## src/rtl/tile_buffer8.sv

```systemverilog
// Collects a raster-order pixel stream into an 8x8 tile and holds it for the
// downstream pooling stage, with start-of-tile resync and a handoff counter.
module tile_buffer8 #(
  parameter int BW = 8
) (
  input  logic                         clk,
  input  logic                         rst,
  input  logic                         in_valid,
  output logic                         in_ready,
  input  logic [BW-1:0]                in_data,
  input  logic                         in_sof,
  output logic [0:7][0:7][BW-1:0]      tile,
  output logic                         tile_valid,
  input  logic                         tile_ready,
  output logic                         sof_err,
  output logic [15:0]                  tile_cnt
);

  typedef enum logic {
    FILL = 1'b0,
    FULL = 1'b1
  } state_e;

  state_e                    state_q, state_d;
  logic [5:0]                idx_q, idx_d;
  logic [0:7][0:7][BW-1:0]   tile_q, tile_d;
  logic [15:0]               cnt_q, cnt_d;
  logic                      err_q, err_d;
  logic                      xfer;

  // Handshake outputs are pure state decodes, forced low while reset is held.
  assign in_ready   = (state_q == FILL) && !rst;
  assign tile_valid = (state_q == FULL) && !rst;
  assign xfer       = in_valid && in_ready;

  assign tile     = tile_q;
  assign sof_err  = err_q;
  assign tile_cnt = cnt_q;

  // NOTE: every output of this block gets a default first, so no path leaves a
  // signal unassigned and no latch is inferred.
  always_comb begin
    state_d = state_q;
    idx_d   = idx_q;
    tile_d  = tile_q;
    cnt_d   = cnt_q;
    err_d   = err_q;
    case (state_q)
      FILL: begin
        if (xfer) begin
          if (in_sof && (idx_q != 6'd0)) begin
            // Resync: restart the tile at [0][0]; stale pixels get overwritten later.
            tile_d[0][0] = in_data;
            idx_d        = 6'd1;
            err_d        = 1'b1;
          end else begin
            tile_d[idx_q[5:3]][idx_q[2:0]] = in_data;
            idx_d = idx_q + 6'd1;
            if (idx_q == 6'd63) state_d = FULL;
          end
        end
      end
      FULL: begin
        if (tile_ready) begin
          state_d = FILL;
          cnt_d   = cnt_q + 16'd1;
        end
      end
    endcase
  end

  // NOTE: the tile array is reset explicitly because a cleared tile is visible
  // on the output port; a plain storage RAM would normally be left unreset.
  // NOTE: sequential state uses non-blocking assignments only.
  always_ff @(posedge clk or posedge rst) begin
    if (rst) begin
      state_q <= FILL;
      idx_q   <= 6'd0;
      tile_q  <= '0;
      cnt_q   <= 16'd0;
      err_q   <= 1'b0;
    end else begin
      state_q <= state_d;
      idx_q   <= idx_d;
      tile_q  <= tile_d;
      cnt_q   <= cnt_d;
      err_q   <= err_d;
    end
  end

endmodule

```

## config.mk

```make
export PLATFORM = sky130hd
export DESIGN_NAME = tile_buffer8
export DESIGN_NICKNAME = d
export VERILOG_FILES = /design/src/rtl/tile_buffer8.sv
export SDC_FILE = /design/constraint.sdc
export NUM_CORES = 1
export LEC_CHECK = 0
export CAP_MARGIN = 30
export CORE_MARGIN = 1.5
export CORE_UTILIZATION = 45
export CTS_BUF_LIST = sky130_fd_sc_hd__clkbuf_16
export CTS_CLUSTER_SIZE = 28
export DETAILED_ROUTE_END_ITERATION = 10
export PLACE_DENSITY = 0.72
export REMOVE_ABC_BUFFERS = 1
export SLEW_MARGIN = 20
export SYNTH_ARGS = -nofsm -noshare
export SYNTH_HDL_FRONTEND = slang
export SYNTH_SLANG_ARGS = --single-unit
export TNS_END_PERCENT = 1
```

## constraint.sdc

```tcl
create_clock -name clk -period 22.7 [get_ports clk]
set_input_delay 4.54 -clock clk [delete_from_list [all_inputs] [get_ports clk]]
set_output_delay 4.54 -clock clk [all_outputs]
set_load 0.02 [all_outputs]
```

* Yosys cells after proc, flatten, opt, wreduce, memory -nomap -nowiden *
Cells that the tools add are included.

storage, ports and cells
  output and inout port bits = 531
  input port bits = 13
  word-level logic and storage cells = 103
  flip-flop bits (word level) = 536

cells by class
  reduce and logical (&&, ||, !) cells = 12
  order comparisons = 4
  muxes and demuxes = 12
  bitwise logic cells = 4
  equality and inequality tests = 1
  $add $sub $neg = 2

operators with widths
  cell                                                                          number
  512-bit bitwise mux                                                           1
  64-bit demux with 3-bit select                                                1
  64-bit 2-to-1 mux                                                             1
  8-bit demux with 3-bit select                                                 1
  16-bit by 1-bit adder with 16-bit output, second input constant               1
  8-bit 2-to-1 mux                                                              2
  4-bit >= comparator, second input constant                                    2
  4-bit by 1-bit less-than comparator with 1-bit output, second input constant  2
  3-bit inverter with 4-bit output                                              2
  6-bit by 1-bit adder with 6-bit output, second input constant                 1
  6-bit == test, second input constant                                          1
  1-bit logical AND                                                             6
  6-bit 2-to-1 mux                                                              1
  3-bit AND reduction                                                           2
  6-bit nonzero test                                                            1
  1-bit 2-to-1 mux                                                              4
  2-bit AND reduction                                                           2
  1-bit inverter                                                                2
  1-bit one-hot mux with 2 select lines                                         1
  1-bit logical NOT                                                             1

* Logic depth before layout (Yosys ltp) *
  depth after elaboration = 9
  mapped depth = 8
  gate-level depth less buffers = 6

* Worst setup path after synthesis *
No wires, ideal clock.

  kind = input -> output
  from = input port rst
  to = output port in_ready
  arrival = 5.015 ns
  stages = 2
  path buffers = 1
  slack = 13.145 ns
  path through = clkbuf_1 -> nor2_1

between the ends
  cells in the longest elaborated chain, start to end = 2

RTL lines
  element                             RTL line  RTL
  start: declaration                  7         input logic rst,
  1-bit logical NOT (no source line)  -
  1-bit logical AND                   32        assign in_ready = (state_q == FILL) && !rst;
  end: declaration                    9         output logic in_ready,

No other way between the ends.

* Worst setup path in the final report *
Same ends and word-level chain as after synthesis.

==> qor.csv <==
metric,value,unit
cts_setup_buffers,0,
dr.pass1.iters,4,
power_density,81.2,mW/mm²
switching_power,0.644,mW
clockBufferDepth,3,
crit_family,buffers and inverters,
port_buffers,543,
cts_tree,built,
syn_avg_cell_area,15.8,µm²
hold_path_depth,1,
skew,0.0127,ns
worst_slew_pin_slew,0.992,ns
viasPerCell,5.29,
antenna_found_initial,2,
layout_common_cells,"dfrtp_1, clkdlybuf4s50_1, mux2_2",
grt_pass1_vias,13900,
fin_cells,2504,
worstSetupStartpointType,input pin,
areaGrowthSynthToFinish,37.6,%
gp_congestion,0.839,
grt_overflow,0,
worstPathArrival,6.04,ns
slew_headroom,33.9,%
p_comb_share,17.6,%
outcome,completed,
p_clk_share,36.2,%
grt_pass1_wl,91.5,mm
hold_viol,0,
max_clock_freq,94.5,MHz
slew_viol_final,0,
final_common_cell,dfrtp_1,
place_hpwl,39.9,mm
hold_class,register to register,
rows,78,
fin_nets,1878,
synth_ff_type,dfrtp_1,
cts_buffers,55,
drc,0,
total_power,2.31,mW
fin_crit,10.58,ns
grt_max_degree,172,
clk_pin_slew,0.06,ns
period_share,46.6,%
crit_top_cell,clkdlybuf4s50_1,
die_h,217,µm
p_int,1.67,mW
place_inst,2403,
synth_edf_count,0,
die_area,0.0473,mm²
cts_sinks,536,
crit_chain,clkdlybuf4s50_1 -> nor2_1 -> clkdlybuf4s50_1,
endpoint_kind,output port,
layout-drive-gt1-share,34.0,%
rsz0062_at_grt,false,
syn-cell-area,0.0207,mm²
synthArstFlopShare,100,%
cts-hold-fix-buffers,0,
finalSetupTns,0,ns
crit_buf_inv,2,
peakVddDrop,0.0000644,V
ys_warn_count,0,
cts_max_level,2,
routed_wl,61.8,mm
final-setup-viol-count,0,
critPathSlowestCell,clkdlybuf4s50_1,
route.vias.total,13300,
final_antenna_net_count,0,
slowest_delay,0.68,ns
cts_resized,0,
synth_seq_cells,536,
crit_path_max_fanout,10,
pre_cts_ws,12.12,ns
worst-path-stages,3,
die_w,217,µm
required,18.16,ns
core,0.0454,mm²
p_leak,13.5,nW
crit_type,input pin to output port,
ys_seq_area_share,64.8,%
max_cap_viol_count,0,
cts_root_buf,clkbuf_16,
setup_ws,12.12,ns
clock_latency,0.60,ns
swShare,27.9,%
post_drt_wl_per_cell,24.7,µm
initial_utilization,45.6,%
netlist_instances,1309,
reg2reg_depth,4,
first_iter_violations,645,
ioPinCount,544,
grt_usage,26.0,%
p_seq_share,46.2,%
ys_types,44,
-- metal layers --
metal | vias up | wire (µm) | share of wire [%] | global-route usage (%)
met2 | 435 | 29800 | 48 | 42.1
met4 | 2 | 2530 | 4.1 | 11.1
met1 | 7000 | 24800 | 40 | 32.2
li1 | 5690 | - | - | -
met3 | 125 | 4680 | 7.6 | 7.99
met5 | - | 13 | 0.021 | 0
-- cells by family (layout without fill, tap and decap cells) --
| logic type | after synthesis | count (layout) | synth area share (%) |
|---|---|---|---|
| compound gates | 15 | 15 | 0.744 |
| flops | 536 | 536 | 64.8 |
| fa+ha+maj | 3 | 3 | 0.181 |
| buf+inv | 78 | 672 | 1.45 |
| simple gates | 147 | 147 | 4.17 |
| other cells | 0 | 1 | 0 |
| xor+xnor | 16 | 16 | 0.677 |
| mux | 514 | 514 | 28.0 |
-- Yosys cell counts (2+ instances only) --
library cell | number | area share [%]
and2_0 | 5 | 0.15
and3_1 | 2 | 0.060
and4_1 | 2 | 0.085
buf_1 | 8 | 0.15
buf_2 | 6 | 0.15
clkbuf_1 | 55 | 1.0
dfrtp_1 | 536 | 65
ha_1 | 3 | 0.18
inv_1 | 8 | 0.15
mux2_1 | 17 | 0.92
mux2_2 | 497 | 27
nand2_1 | 37 | 0.67
nand2b_1 | 2 | 0.060
nand3_1 | 9 | 0.22
nand4_1 | 5 | 0.15
nand4_2 | 2 | 0.12
nor2_1 | 15 | 0.27
nor2_2 | 34 | 1.0
nor2_4 | 4 | 0.22
nor2b_1 | 3 | 0.091
nor3_1 | 8 | 0.19
nor4bb_1 | 2 | 0.097
o2111ai_4 | 3 | 0.38
o21ai_0 | 6 | 0.15
o21ai_2 | 2 | 0.085
o31ai_1 | 2 | 0.073
or2_2 | 2 | 0.060
or3_1 | 4 | 0.12
xnor2_1 | 9 | 0.38
xor2_1 | 7 | 0.30
-- stage by stage --
step / hold slack, ns / utilization, % / instance area (µm²)
2_1_floorplan: 0.578 / - / 20400
3_3_place_gp: 0.458 / 58.9 / 26700
3_5_place_dp: 0.459 / 59.0 / 26800
4_1_cts: 0.471 / 62.6 / 28400
5_1_grt: 0.504 / 62.7 / 28500
6_report: 0.471 / 62.7 / 28500
-- final timing paths --
path | from | end | slack, ns
setup / recovery | rst | in_ready | 12.12
hold / removal | tile_cnt[15]$_DFFE_PP0P_ | tile_cnt[15]$_DFFE_PP0P_ | 0.47
setup reg to reg | idx_q[4]$_DFFE_PP0P_ | tile[184]$_DFFE_PP0P_ | 19.61
hold reg to reg | tile_cnt[15]$_DFFE_PP0P_ | tile_cnt[15]$_DFFE_PP0P_ | 0.47
max in group asynchronous | rst | tile[106]$_DFFE_PP0P_ | 15.89
min in group asynchronous | rst | idx_q[3]$_DFFE_PP0P_ | 4.68
-- cell type report --
class / instances / area (µm²)
antenna: 1 / 2.50
clock buffer: 56 / 1400
clock inverter: 42 / 243
fill: 3500 / 16900
inverter: 9 / 41.3
multi-input combinational: 695 / 6980
sequential: 536 / 13400
tap: 600 / 751
timing repair buffer: 565 / 5630
-- sequential cells by signal, indices dropped and copies added (netlist names) --
name      cells
sof_err       1
tile_cnt     16
idx_q         6
tile        512
state_q       1
-- power by group through the flow --
stage,sequential [mW],clock (mW),combinational [mW]
after floorplan,1.16,0,0.104
after global placement,1.08,0,0.403
after detailed placement,1.08,0,0.409
after CTS,1.07,0.857,0.410
after global routing,1.08,0.894,0.425
final,1.07,0.837,0.407
(Power assumes the default switching activity.)
